## src/rtl/line_pkg.sv

```systemverilog
// Shared definitions for the line raster engine.
// Holds the FSM state encoding and the default coordinate width.
package line_pkg;

   localparam int LINE_WIDTH = 13;

   typedef logic [1:0] line_state_t;

   localparam line_state_t IDLE  = 2'd0;
   localparam line_state_t SETUP = 2'd1;
   localparam line_state_t DRAW  = 2'd2;
   localparam line_state_t DONE  = 2'd3;

endpackage

```

## src/rtl/line_octant_setup.sv

```systemverilog
// Combinational octant normalisation for a Bresenham line.
// In: x0,y0,x1,y1 (signed). Out: steep flag, normalised start/end,
// deltax, |deltay|, ystep direction (ystep_neg=1 means -1).
module line_octant_setup
   import line_pkg::*;
#(
   parameter int WIDTH = LINE_WIDTH
) (
   input  logic signed [WIDTH-1:0] x0,
   input  logic signed [WIDTH-1:0] y0,
   input  logic signed [WIDTH-1:0] x1,
   input  logic signed [WIDTH-1:0] y1,
   output logic                    steep,
   output logic signed [WIDTH-1:0] sx0,
   output logic signed [WIDTH-1:0] sy0,
   output logic signed [WIDTH-1:0] sx1,
   output logic        [WIDTH:0]   deltax,
   output logic        [WIDTH:0]   deltay,
   output logic                    ystep_neg
);

   logic signed [WIDTH:0]   dx_raw;
   logic signed [WIDTH:0]   dy_raw;
   logic        [WIDTH:0]   dx_abs;
   logic        [WIDTH:0]   dy_abs;
   logic signed [WIDTH-1:0] ax0, ay0, ax1, ay1;
   logic signed [WIDTH-1:0] bx0, by0, bx1, by1;
   logic                    swap;
   logic signed [WIDTH:0]   ndy_raw;

   always_comb begin
      // differences carried one bit wider so full-range spans never wrap
      dx_raw = {x1[WIDTH-1], x1} - {x0[WIDTH-1], x0};
      dy_raw = {y1[WIDTH-1], y1} - {y0[WIDTH-1], y0};
      dx_abs = dx_raw[WIDTH] ? -dx_raw : dx_raw;
      dy_abs = dy_raw[WIDTH] ? -dy_raw : dy_raw;
      steep  = dy_abs > dx_abs;

      ax0 = steep ? y0 : x0;
      ay0 = steep ? x0 : y0;
      ax1 = steep ? y1 : x1;
      ay1 = steep ? x1 : y1;

      swap = ax0 > ax1;
      bx0  = swap ? ax1 : ax0;
      by0  = swap ? ay1 : ay0;
      bx1  = swap ? ax0 : ax1;
      by1  = swap ? ay0 : ay1;

      deltax  = {bx1[WIDTH-1], bx1} - {bx0[WIDTH-1], bx0};
      ndy_raw = {by1[WIDTH-1], by1} - {by0[WIDTH-1], by0};
      deltay  = ndy_raw[WIDTH] ? -ndy_raw : ndy_raw;

      ystep_neg = !(by0 < by1);
      sx0       = bx0;
      sy0       = by0;
      sx1       = bx1;
   end

endmodule

```

## src/rtl/line_raster_engine.sv

```systemverilog
// Bresenham line rasteriser with a valid/ready pixel stream.
// In: start + signed endpoints, pix_ready. Out: busy, pix_valid,
// pix_x/pix_y (caller orientation), pix_last, done pulse.
module line_raster_engine
   import line_pkg::*;
#(
   parameter int WIDTH = LINE_WIDTH
) (
   input  logic                    clk,
   input  logic                    rst,
   input  logic                    start,
   input  logic signed [WIDTH-1:0] x0,
   input  logic signed [WIDTH-1:0] y0,
   input  logic signed [WIDTH-1:0] x1,
   input  logic signed [WIDTH-1:0] y1,
   output logic                    busy,
   output logic                    pix_valid,
   input  logic                    pix_ready,
   output logic signed [WIDTH-1:0] pix_x,
   output logic signed [WIDTH-1:0] pix_y,
   output logic                    pix_last,
   output logic                    done
);

   localparam logic signed [WIDTH-1:0] ONE = {{(WIDTH-1){1'b0}}, 1'b1};

   line_state_t state_q, state_d;

   logic signed [WIDTH-1:0] ex0_q, ex0_d;
   logic signed [WIDTH-1:0] ey0_q, ey0_d;
   logic signed [WIDTH-1:0] ex1_q, ex1_d;
   logic signed [WIDTH-1:0] ey1_q, ey1_d;

   logic                    steep_q, steep_d;
   logic                    ystep_neg_q, ystep_neg_d;
   logic signed [WIDTH-1:0] x_q, x_d;
   logic signed [WIDTH-1:0] y_q, y_d;
   logic signed [WIDTH-1:0] xend_q, xend_d;
   logic        [WIDTH:0]   deltax_q, deltax_d;
   logic        [WIDTH:0]   deltay_q, deltay_d;
   logic signed [WIDTH+1:0] err_q, err_d;

   logic                    su_steep;
   logic signed [WIDTH-1:0] su_x0, su_y0, su_x1;
   logic        [WIDTH:0]   su_deltax, su_deltay;
   logic                    su_ystep_neg;

   logic signed [WIDTH+1:0] err_m;
   logic signed [WIDTH+1:0] dx_ext;
   logic signed [WIDTH+1:0] dy_ext;
   logic                    at_end;

   line_octant_setup #(
      .WIDTH(WIDTH)
   ) u_setup (
      .x0       (ex0_q),
      .y0       (ey0_q),
      .x1       (ex1_q),
      .y1       (ey1_q),
      .steep    (su_steep),
      .sx0      (su_x0),
      .sy0      (su_y0),
      .sx1      (su_x1),
      .deltax   (su_deltax),
      .deltay   (su_deltay),
      .ystep_neg(su_ystep_neg)
   );

   assign dx_ext = {1'b0, deltax_q};
   assign dy_ext = {1'b0, deltay_q};
   assign at_end = x_q == xend_q;

   always_comb begin
      state_d     = state_q;
      ex0_d       = ex0_q;
      ey0_d       = ey0_q;
      ex1_d       = ex1_q;
      ey1_d       = ey1_q;
      steep_d     = steep_q;
      ystep_neg_d = ystep_neg_q;
      x_d         = x_q;
      y_d         = y_q;
      xend_d      = xend_q;
      deltax_d    = deltax_q;
      deltay_d    = deltay_q;
      err_d       = err_q;
      err_m       = err_q - dy_ext;

      unique case (state_q)
         IDLE: begin
            if (start) begin
               ex0_d   = x0;
               ey0_d   = y0;
               ex1_d   = x1;
               ey1_d   = y1;
               state_d = SETUP;
            end
         end
         SETUP: begin
            steep_d     = su_steep;
            ystep_neg_d = su_ystep_neg;
            x_d         = su_x0;
            y_d         = su_y0;
            xend_d      = su_x1;
            deltax_d    = su_deltax;
            deltay_d    = su_deltay;
            // deltax is non-negative, so >>>1 is a plain halving
            err_d       = {2'b00, su_deltax[WIDTH:1]};
            state_d     = DRAW;
         end
         DRAW: begin
            if (pix_ready) begin
               if (at_end) begin
                  state_d = DONE;
               end else begin
                  if (err_m < 0) begin
                     y_d   = ystep_neg_q ? y_q - ONE : y_q + ONE;
                     err_d = err_m + dx_ext;
                  end else begin
                     err_d = err_m;
                  end
                  x_d = x_q + ONE;
               end
            end
         end
         DONE: begin
            state_d = IDLE;
         end
         default: begin
            state_d = IDLE;
         end
      endcase
   end

   always_ff @(posedge clk or posedge rst) begin
      if (rst) begin
         state_q     <= IDLE;
         ex0_q       <= '0;
         ey0_q       <= '0;
         ex1_q       <= '0;
         ey1_q       <= '0;
         steep_q     <= 1'b0;
         ystep_neg_q <= 1'b0;
         x_q         <= '0;
         y_q         <= '0;
         xend_q      <= '0;
         deltax_q    <= '0;
         deltay_q    <= '0;
         err_q       <= '0;
      end else begin
         state_q     <= state_d;
         ex0_q       <= ex0_d;
         ey0_q       <= ey0_d;
         ex1_q       <= ex1_d;
         ey1_q       <= ey1_d;
         steep_q     <= steep_d;
         ystep_neg_q <= ystep_neg_d;
         x_q         <= x_d;
         y_q         <= y_d;
         xend_q      <= xend_d;
         deltax_q    <= deltax_d;
         deltay_q    <= deltay_d;
         err_q       <= err_d;
      end
   end

   assign busy      = state_q != IDLE;
   assign pix_valid = state_q == DRAW;
   assign pix_last  = pix_valid && at_end;
   assign done      = state_q == DONE;
   // internal walk is always along x; undo the steep transpose
   assign pix_x     = steep_q ? y_q : x_q;
   assign pix_y     = steep_q ? x_q : y_q;

endmodule

```

## config.mk

```make
export PLATFORM = sky130hd
export DESIGN_NAME = line_raster_engine
export DESIGN_NICKNAME = d
export VERILOG_FILES = /design/src/rtl/line_pkg.sv /design/src/rtl/line_octant_setup.sv /design/src/rtl/line_raster_engine.sv
export SDC_FILE = /design/constraint.sdc
export NUM_CORES = 1
export LEC_CHECK = 0
export BUFFER_PORTS_ARGS = -buffer_cell sky130_fd_sc_hd__buf_2
export CELL_PAD_IN_SITES_DETAIL_PLACEMENT = 0
export CELL_PAD_IN_SITES_GLOBAL_PLACEMENT = 1
export CORE_MARGIN = 8
export CORE_UTILIZATION = 51
export DETAILED_ROUTE_END_ITERATION = 6
export PLACE_DENSITY_LB_ADDON = 0.1
export SYNTH_ARGS = -nofsm -noshare
export SYNTH_HDL_FRONTEND = slang
export SYNTH_HIERARCHICAL = 1
export SYNTH_SLANG_ARGS = --single-unit
```

## constraint.sdc

```tcl
create_clock -name clk -period 22.9 [get_ports clk]
set_input_delay 3.435 -clock clk [delete_from_list [all_inputs] [get_ports clk]]
set_output_delay 3.435 -clock clk [all_outputs]
set_load 0.02 [all_outputs]
```

# [Yosys cells after proc, flatten, opt, wreduce, memory -nomap -nowiden]
# Cells that the tools add are included.
[op_classes] add_sub_neg=12 n_lt_le_gt_ge=4 n_eq_ne=9 n_mux=29 n_reduce_logical=9
[op_table] op="two-way mux 13 bit" n=16
[op_table] op="subtractor 13 x 13 -> 14 bit" n=4
[op_table] op="one-hot mux 13 bit (2 select lines)" n=2
[op_table] op="two-way mux 15 bit" n=3
[op_table] op="two-way mux 14 bit" n=3
[op_table] op="negation 14 bit" n=3
[op_table] op="one-hot mux 15 bit (2 select lines)" n=1
[op_table] op="adder 13 x 2 -> 13 bit, second input constant" n=2
[op_table] op="adder 15 bit" n=1
[op_table] op="less-than comparator 15 x 1 -> 1 bit, second input constant" n=1
[op_table] op="subtractor 15 bit" n=1
[op_table] op="> comparator 14 bit" n=1
[op_table] op="equality test 13 bit" n=1
[op_table] op="> comparator 13 bit" n=1
[op_table] op="less-than comparator 13 bit" n=1
[op_table] op="subtractor 13 x 2 -> 13 bit, second input constant" n=1
[op_table] op="one-hot mux 2 bit (4 select lines)" n=1
[op_table] op="two-way mux 2 bit" n=3
[op_table] op="inequality test 2 x 1 -> 1 bit, second input constant" n=3
[op_table] op="AND reduction 3 bit" n=2
[op_table] op="equality test 2 bit, second input constant" n=2
[op_table] op="inequality test 2 bit, second input constant" n=2
[op_table] op="AND reduction 4 bit" n=1
[op_table] op="nonzero test 2 bit" n=2
[op_table] op="5 further kinds" n=5
[totals] regBits=138 out_inout_bits=30

# [Depth between registers and ports, before layout]
# Gate-level depths: netlist of the first run.
[logic_depth] word_depth=10 mapped_depth=62

# [Hierarchy]
# The synthesis of the first run kept the hierarchy.
[modules_own_cells] module="line_raster_engine" instances=1 cells_each=794 area_each_um2=8316.7
[modules_own_cells] module="line_octant_setup" instances=1 cells_each=868 area_each_um2=5398.9

# [Least setup slack after synthesis of the first run]
# Ideal clock, no wire load.
[synth_timing] kind="reg2reg" startpoint="reg ex0_q[2]" endpoint="reg deltay_q[13]" setup_time_ns=0.083 t_arrival_ns=10.662 required_ns=22.817 setup_slack_ns=12.155 path_stages_with_launch=60 synth_period_minus_slack_ns=10.745 cell_sequence="dfrtp_1 -> inv_1 -> ha_1 -> nor2b_1 -> o21ai_0 -> a21boi_0 -> o21ai_0 -> a21boi_0 -> o21ai_0 -> nand2b_1 -> a21o_1 -> a21o_1 -> a21o_1 -> a21oi_1 -> xnor2_1 -> or4_1 -> ha_1 -> nand4_1 -> [... 24 more ...] -> a31oi_1 -> ha_1 -> fa_1 -> nor2b_1 -> o21ai_0 -> a21boi_0 -> o21ai_0 -> a21boi_0 -> o21ai_0 -> nand2b_1 -> a21o_1 -> a21o_1 -> a21o_1 -> a21o_1 -> xor2_1 -> nor4_1 -> nand2_1 -> o21ai_0"
[synth_between] elab_chain_len=10 elab_cells_between_ends=14 cone_classes="4 x add/sub; 2 x order compare; 8 x mux"
[synth_lines] element="start, declared" line="line_raster_engine.sv:29" source="logic signed [WIDTH-1:0] ex0_q, ex0_d;"
[synth_lines] element="start signal, assigned" line="line_raster_engine.sv:138" source="ex0_q <= '0;"
[synth_lines] element="start signal, assigned" line="line_raster_engine.sv:152" source="ex0_q <= ex0_d;"
[synth_lines] element="subtractor 13 x 13 -> 14 bit" line="line_octant_setup.sv:33" source="dx_raw = {x1[WIDTH-1], x1} - {x0[WIDTH-1], x0};"
[synth_lines] element="negation 14 bit" line="line_octant_setup.sv:35" source="dx_abs = dx_raw[WIDTH] ? -dx_raw : dx_raw;"
[synth_lines] element="two-way mux 14 bit" line="line_octant_setup.sv:35"
[synth_lines] element="> comparator 14 bit" line="line_octant_setup.sv:37" source="steep = dy_abs > dx_abs;"
[synth_lines] element="two-way mux 13 bit, on equally long branches" line="line_octant_setup.sv:39, line_octant_setup.sv:41"
[synth_lines] element="> comparator 13 bit" line="line_octant_setup.sv:44" source="swap = ax0 > ax1;"
[synth_lines] element="two-way mux 13 bit (*)" line="line_octant_setup.sv:46" source="by0 = swap ? ay1 : ay0;"
[synth_lines] element="via su_y0[0]" line="line_raster_engine.sv:44" source="logic signed [WIDTH-1:0] su_x0, su_y0, su_x1;"
[synth_lines] element="subtractor 13 x 13 -> 14 bit (*)" line="line_octant_setup.sv:51" source="ndy_raw = {by1[WIDTH-1], by1} - {by0[WIDTH-1], by0};"
[synth_lines] element="negation 14 bit" line="line_octant_setup.sv:52" source="deltay = ndy_raw[WIDTH] ? -ndy_raw : ndy_raw;"
[synth_lines] element="two-way mux 14 bit (*)" line="line_octant_setup.sv:52"
[synth_lines] element="via su_deltay[13]" line="line_raster_engine.sv:45" source="logic [WIDTH:0] su_deltax, su_deltay;"
[synth_lines] element="end signal, assigned" line="line_raster_engine.sv:162" source="deltay_q <= deltay_d;"
[synth_lines] element="end, declared" line="line_raster_engine.sv:40" source="logic [WIDTH:0] deltay_q, deltay_d;"
# The timed path passes the listed nets; every way through them passes the cells marked *.
# A chain may end at the register's enable or synchronous reset.

# [Worst setup path in the final report of the first run]
[layout_timing] startpoint="reg ex0_q[1]" endpoint="reg deltay_q[11]"
[layout_between] elab_chain_len=10 elab_cells_between_ends=14 cone_classes="4 x add/sub; 2 x order compare; 8 x mux"
[layout_lines] element="subtractor 13 x 13 -> 14 bit (*)" line="line_octant_setup.sv:33"
[layout_lines] element="negation 14 bit" line="line_octant_setup.sv:35"
[layout_lines] element="two-way mux 14 bit (*)" line="line_octant_setup.sv:35"
[layout_lines] element="> comparator 14 bit (*)" line="line_octant_setup.sv:37"
[layout_lines] element="via su_steep" line="line_raster_engine.sv:43" source="logic su_steep;"
[layout_lines] element="two-way mux 13 bit, on equally long branches" line="line_octant_setup.sv:39, line_octant_setup.sv:41"
[layout_lines] element="> comparator 13 bit" line="line_octant_setup.sv:44"
[layout_lines] element="two-way mux 13 bit (*)" line="line_octant_setup.sv:46"
[layout_lines] element="via su_y0[0]" line="line_raster_engine.sv:44"
[layout_lines] element="subtractor 13 x 13 -> 14 bit (*)" line="line_octant_setup.sv:51"
[layout_lines] element="negation 14 bit" line="line_octant_setup.sv:52"
[layout_lines] element="two-way mux 14 bit (*)" line="line_octant_setup.sv:52"
[layout_lines] element="via su_deltay[11]" line="line_raster_engine.sv:45"
# Marked as above.

==> results of run 1 <==
==> per-stage QoR <==
stage	cell area (um^2)	hold WS [ns]	instances
2_1_floorplan	13720	0.4770	1662
3_3_place_gp	14310	0.4894	2027
3_5_place_dp	14310	0.4962	2027
4_1_cts	14890	0.5102	2058
5_1_grt	14890	0.5371	2058
6_report	14890	0.5126	2058
==> cells in the mapped netlist, drive strengths merged, types with 15 or more instances <==
master / number / share of area (%)
a211oi: 18 / 1.1
a21o: 24 / 1.3
a21oi: 110 / 4.1
a31oi: 37 / 1.7
and3: 17 / 0.78
buf: 31 / 1.4
clkbuf: 39 / 1.2
dfrtp: 138 / 25
ha: 112 / 10
inv: 117 / 3.2
mux2: 108 / 8.9
mux2i: 57 / 4.2
nand2: 186 / 5.1
nand2b: 19 / 0.87
nand3: 32 / 1.2
nor2: 156 / 4.3
nor2b: 21 / 1.0
nor3: 22 / 0.80
o211ai: 16 / 1.1
o21ai: 105 / 3.9
o31ai: 15 / 0.99
xnor2: 61 / 4.0
xor2: 49 / 3.2
==> cell families (layout without fill, tap and decap cells) <==
logic type | after synthesis | after routing | share of synthesized area (%)
fa+ha+maj | 122 | 122 | 11.38
xor+xnor | 110 | 110 | 7.134
simple gates | 513 | 513 | 17.06
compound gates | 427 | 427 | 20.35
flops | 138 | 138 | 25.18
mux | 165 | 165 | 13.08
buf+inv | 187 | 242 | 5.811
==> metal layers <==
| layer | track usage (%) | wire length [um] |
|---|---|---|
| met4 | 6.836 | 847 |
| met3 | 3.488 | 2184 |
| met5 | 0 | 0 |
| met2 | 40.46 | 18630 |
| met1 | 35.20 | 19510 |
==> cell type report <==
type,count,area (um^2),area share (%)
multi-input cells,1337,9495,63.76
flip-flops and latches,138,3453,23.19
repair buffers,94,493.0,3.310
clock buffers,21,460.4,3.092
inverters,117,444.2,2.983
well taps,341,426.7,2.865
clock inverters,10,118.9,0.7982
==> path summary, 6_finish.rpt <==
kind                                           start  slack (ns)                  endpoint
worst max-delay path            ex0_q[1]$_DFFE_PP0P_       10.45  deltay_q[11]$_DFFE_PP0N_
worst min-delay path            ey1_q[0]$_DFFE_PP0P_        0.51      ey1_q[0]$_DFFE_PP0P_
worst max register to register  ex0_q[1]$_DFFE_PP0P_       10.45  deltay_q[11]$_DFFE_PP0N_
worst min register to register  ey1_q[0]$_DFFE_PP0P_        0.51      ey1_q[0]$_DFFE_PP0P_
max in group asynchronous                        rst       18.54      ex0_q[9]$_DFFE_PP0P_
min in group asynchronous                        rst        3.14   deltax_q[2]$_DFFE_PP0N_
==> sequential cells by signal, indices dropped and copies added, names as in the netlist, 2 cells and up <==
name,flops
deltax_q,14
deltay_q,14
err_q,15
ex0_q,13
ex1_q,13
ey0_q,13
ey1_q,13
state_q,2
x_q,13
xend_q,13
y_q,13
==> worst max-delay path, delay by kind of cell (launching register included) <==
family                     cells  cell delay [ns]
AOI/OAI and AO/OA             23             4.74
xor gates and xnor gates       2             0.44
adders and majority gates      5             1.78
buffers and inverters          5             1.78
DFF                            1             0.44
muxes                          1             0.59
and+or+nand+nor               13             2.46
==> flow_summary.toml, run 1 <==
[outcome]
outcome = "complete, no violations"

[finish]
layout_commonest_cell = "nand2_1"
syn_to_final_growth_pct = 8.575
nets = 1879
fillers = 2523
mostFrequentLayoutCells = "184 x nand2_1, 156 x nor2_1, 138 x dfrtp_1"
antennaDiodeCount = 0
utilization_pct = 55.88
layout-drive-gt1-share_pct = 16.54

[synthesis]
synth_cell_types = 92
yosys_register_bits = 138
synth_edf_count = 0
yosysWarningCount = 6
seq_area_frac_synth_pct = 25.18
syn_area_um2 = 13720
synth_ff_type = "dfrtp_1"
syn_nets = 1836
syn_inst = 1662
async_flop_share_pct = 100.0
postSynthAreaPerCell_um2 = 8.252

[setup_path]
path_common_cell = "o21ai_0"
crit_arrival_ns = 12.72
cp-end-kind = "flop"
path_class = "flop to flop"
reg2reg_depth = 49
slowest_delay_ns = 0.67
startpoint_type = "flop"
cp.required_ns = 23.17
critPathSlowestCell = "a21oi_4"
path_max_fanout = 70

[drt]
num_vias = 12270
wirelength_um = 41170
drt-pass1-iter-count = 6
wl_per_cell_um = 20.01
via_per_inst = 5.961
route.detailed.drc = 0
postRouteAntennaNets = 0
first_iter_violations = 1160

[floorplan]
start_util_pct = 51.46
io_pins = 86
die_area_um2 = 32400
rows = 60
dieHeight_um = 180.0
core_region_area_um2 = 26650
fp.dieW_um = 180.0

[sta]
hold_viol = 0
setup_ws_ns = 10.45
timing.fmax_ghz = 0.08030
worst_slew_pin_slew_ns = 1.097
setup_viol = 0
drv_slew = 0
relSlewSlack_pct = 26.85
rsz0062_at_grt = "false"
tns_ns = 0
min_period_over_period_pct = 54.38
skew_ns = 0.01950
layout_min_cycle_time_ns = 12.45

[clock_network]
root_buffer = "clkbuf_16"
ctsHoldBuffers = 0
numCtsBuffers = 17
htree_levels = 4
cts_setup_buffers = 0
clk_pin_slew_ns = 0.06
cts-resized-gates = 0
clock-sinks = 138
cts_tree = "yes"
cts_max_path_buffers = 2
clock_latency_ns = 0.43

[global_routing]
grt_antenna_before_repair = 0
grtUsageTotal_pct = 25.28
grt_max_degree = 87
grt_pass1_vias = 11770
gr-total-overflow = 0
grt_pass1_wl_um = 65900

[hold_path]
whs_path_depth = 1
worstHoldPathType = "flop to flop"

[flow_run]
cap_violations = 0

[placement]
place_congestion = 0.9160
hpwl_um = 32080
io_buffer_count = 85
place_ws_ns = 10.64
Power of run 1 is left out: the tool's default activity adds up to more than one toggle a clock period on the data nets, which glitch-free logic cannot reach.
==> run 2: changes to the inputs <==
Settings changed: CORE_UTILIZATION 51 to 43.
Clock period 22.9 ns to 10.4 ns, I/O delays scaled along.
==> flow_summary.toml, run 2 (synthesized netlist as in run 1, its figures left out) <==
[outcome]
outcome = "complete, no violations"

[clock_network]
cts_tree = "yes"
numCtsBuffers = 17
clock_latency_ns = 0.45
clk_pin_slew_ns = 0.06
cts_max_path_buffers = 2
ctsHoldBuffers = 0
clock-sinks = 138
htree_levels = 4
root_buffer = "clkbuf_16"

[floorplan]
start_util_pct = 43.58
rows = 65
io_pins = 86
core_region_area_um2 = 31470
dieHeight_um = 194.6
fp.dieW_um = 194.6
die_area_um2 = 37870

[drt]
wl_per_cell_um = 20.09
wirelength_um = 43460
first_iter_violations = 746
drt-pass1-iter-count = 5
route.detailed.drc = 0
via_per_inst = 5.724
num_vias = 12390
postRouteAntennaNets = 0

[setup_path]
cp.required_ns = 10.76
path_class = "flop to flop"
crit_arrival_ns = 10.17
critPathSlowestCell = "or4_1"
slowest_delay_ns = 0.54
path_max_fanout = 15
cp-end-kind = "flop"
path_common_cell = "a21o_1"
startpoint_type = "flop"

[finish]
fillers = 3097
nets = 1924
mostFrequentLayoutCells = "184 x nand2_1, 155 x nor2_1, 137 x dfrtp_1"
syn_to_final_growth_pct = 13.90
layout-drive-gt1-share_pct = 20.43
fin_cells = 2164
largest_register_ffs = 15
regArea_um2 = 3455
top_regs = "err_q (15), deltax_q (14), deltay_q (14)"
layout_commonest_cell = "nand2_1"
antennaDiodeCount = 0
multiInputGateArea_um2 = 9684
top_register = "err_q"

[global_routing]
grt_antenna_before_repair = 0
gr-total-overflow = 0
grt_pass1_vias = 12050
grt_pass1_wl_um = 68290
grtUsageTotal_pct = 22.82
grt_max_degree = 84

[sta]
setup_viol = 0
hold_viol = 0
worst_slew_pin_slew_ns = 1.100
drv_slew = 0
relSlewSlack_pct = 26.64
timing.fmax_ghz = 0.1020
rsz0062_at_grt = "true"
layout_min_cycle_time_ns = 9.808
skew_ns = 0.01577
min_period_over_period_pct = 94.30

[placement]
dp_cells = 2126
hpwl_um = 34170
io_buffer_count = 85
place_congestion = 0.9460

[flow_run]
cap_violations = 0

[hold_path]
worstHoldPathType = "flop to flop"
## run 2: changes by cell type in the layout (fill, tap and decap cells not counted), sizes merged
cell and change:
clkbuf +1, buf +43, bufinv +2, inv -1
## run 2: final timing paths
path	start	endpoint	slack, ns	cells past startpoint
setup / recovery	ex1_q[0]$_DFFE_PP0P_	deltay_q[13]$_DFFE_PP0N_	0.59	52
hold / removal	err_q[5]$_DFFE_PP0P_	err_q[5]$_DFFE_PP0P_	0.51	2
setup reg to reg	ex1_q[0]$_DFFE_PP0P_	deltay_q[13]$_DFFE_PP0N_	0.59	52
hold reg to reg	err_q[5]$_DFFE_PP0P_	err_q[5]$_DFFE_PP0P_	0.51	2
max in group asynchronous	rst	ex1_q[10]$_DFFE_PP0P_	7.89	3
min in group asynchronous	rst	deltax_q[4]$_DFFE_PP0N_	1.25	2
## run 2: layout make-up
type / instances / share of cell area, %
flip-flops and latches: 138 / 22.11
well taps: 402 / 3.220
clock inverters: 11 / 1.089
multi-input cells: 1337 / 61.99
clock buffers: 20 / 2.859
inverters: 117 / 2.875
repair buffers: 139 / 5.855
## run 2: repair_timing
item                       CTS  global route
resized for setup            4            62
buffers inserted             1             4
pin swaps                    0            14
cloned                       0             2
setup endpoints to repair    9            14
## run 2: metrics by stage
stage | setup TNS [ns] | util [%] | hold slack [ns] | instance area (um^2) | setup slack (ns)
2_1_floorplan | 0 | - | 0.4770 | 13730 | 0.02694
3_3_place_gp | -0.2774 | 46.72 | 0.4861 | 14700 | -0.09686
3_5_place_dp | -0.4649 | 46.72 | 0.5044 | 14700 | -0.1503
4_1_cts | 0 | 48.76 | 0.5209 | 15350 | 0.02023
5_1_grt | -0.08262 | 49.64 | 0.5329 | 15620 | -0.03937
6_report | 0 | 49.64 | 0.5089 | 15620 | 0.5924
## run 2: worst max-delay path, delay by kind of cell (launching register included)
family                     cells  cell delay (ns)
AOI/OAI and AO/OA             28             4.84
buffers and inverters          4             0.58
xor gates and xnor gates       2             0.28
adders and majority gates      5             1.31
muxes                          1             0.22
and+or+nand+nor               12             2.08
DFF                            1             0.39
## run 2: per-layer routing
| layer | part of all wire, % | global-route usage, % | vias up |
|---|---|---|---|
| met5 | 0 | 0 | - |
| met4 | 3.3 | 8.854 | 0 |
| met3 | 5.0 | 4.474 | 76 |
| met2 | 45 | 35.57 | 335 |
| met1 | 47 | 30.76 | 5899 |
| li1 | - | - | 6077 |
Power of run 2 is left out for the same reason.
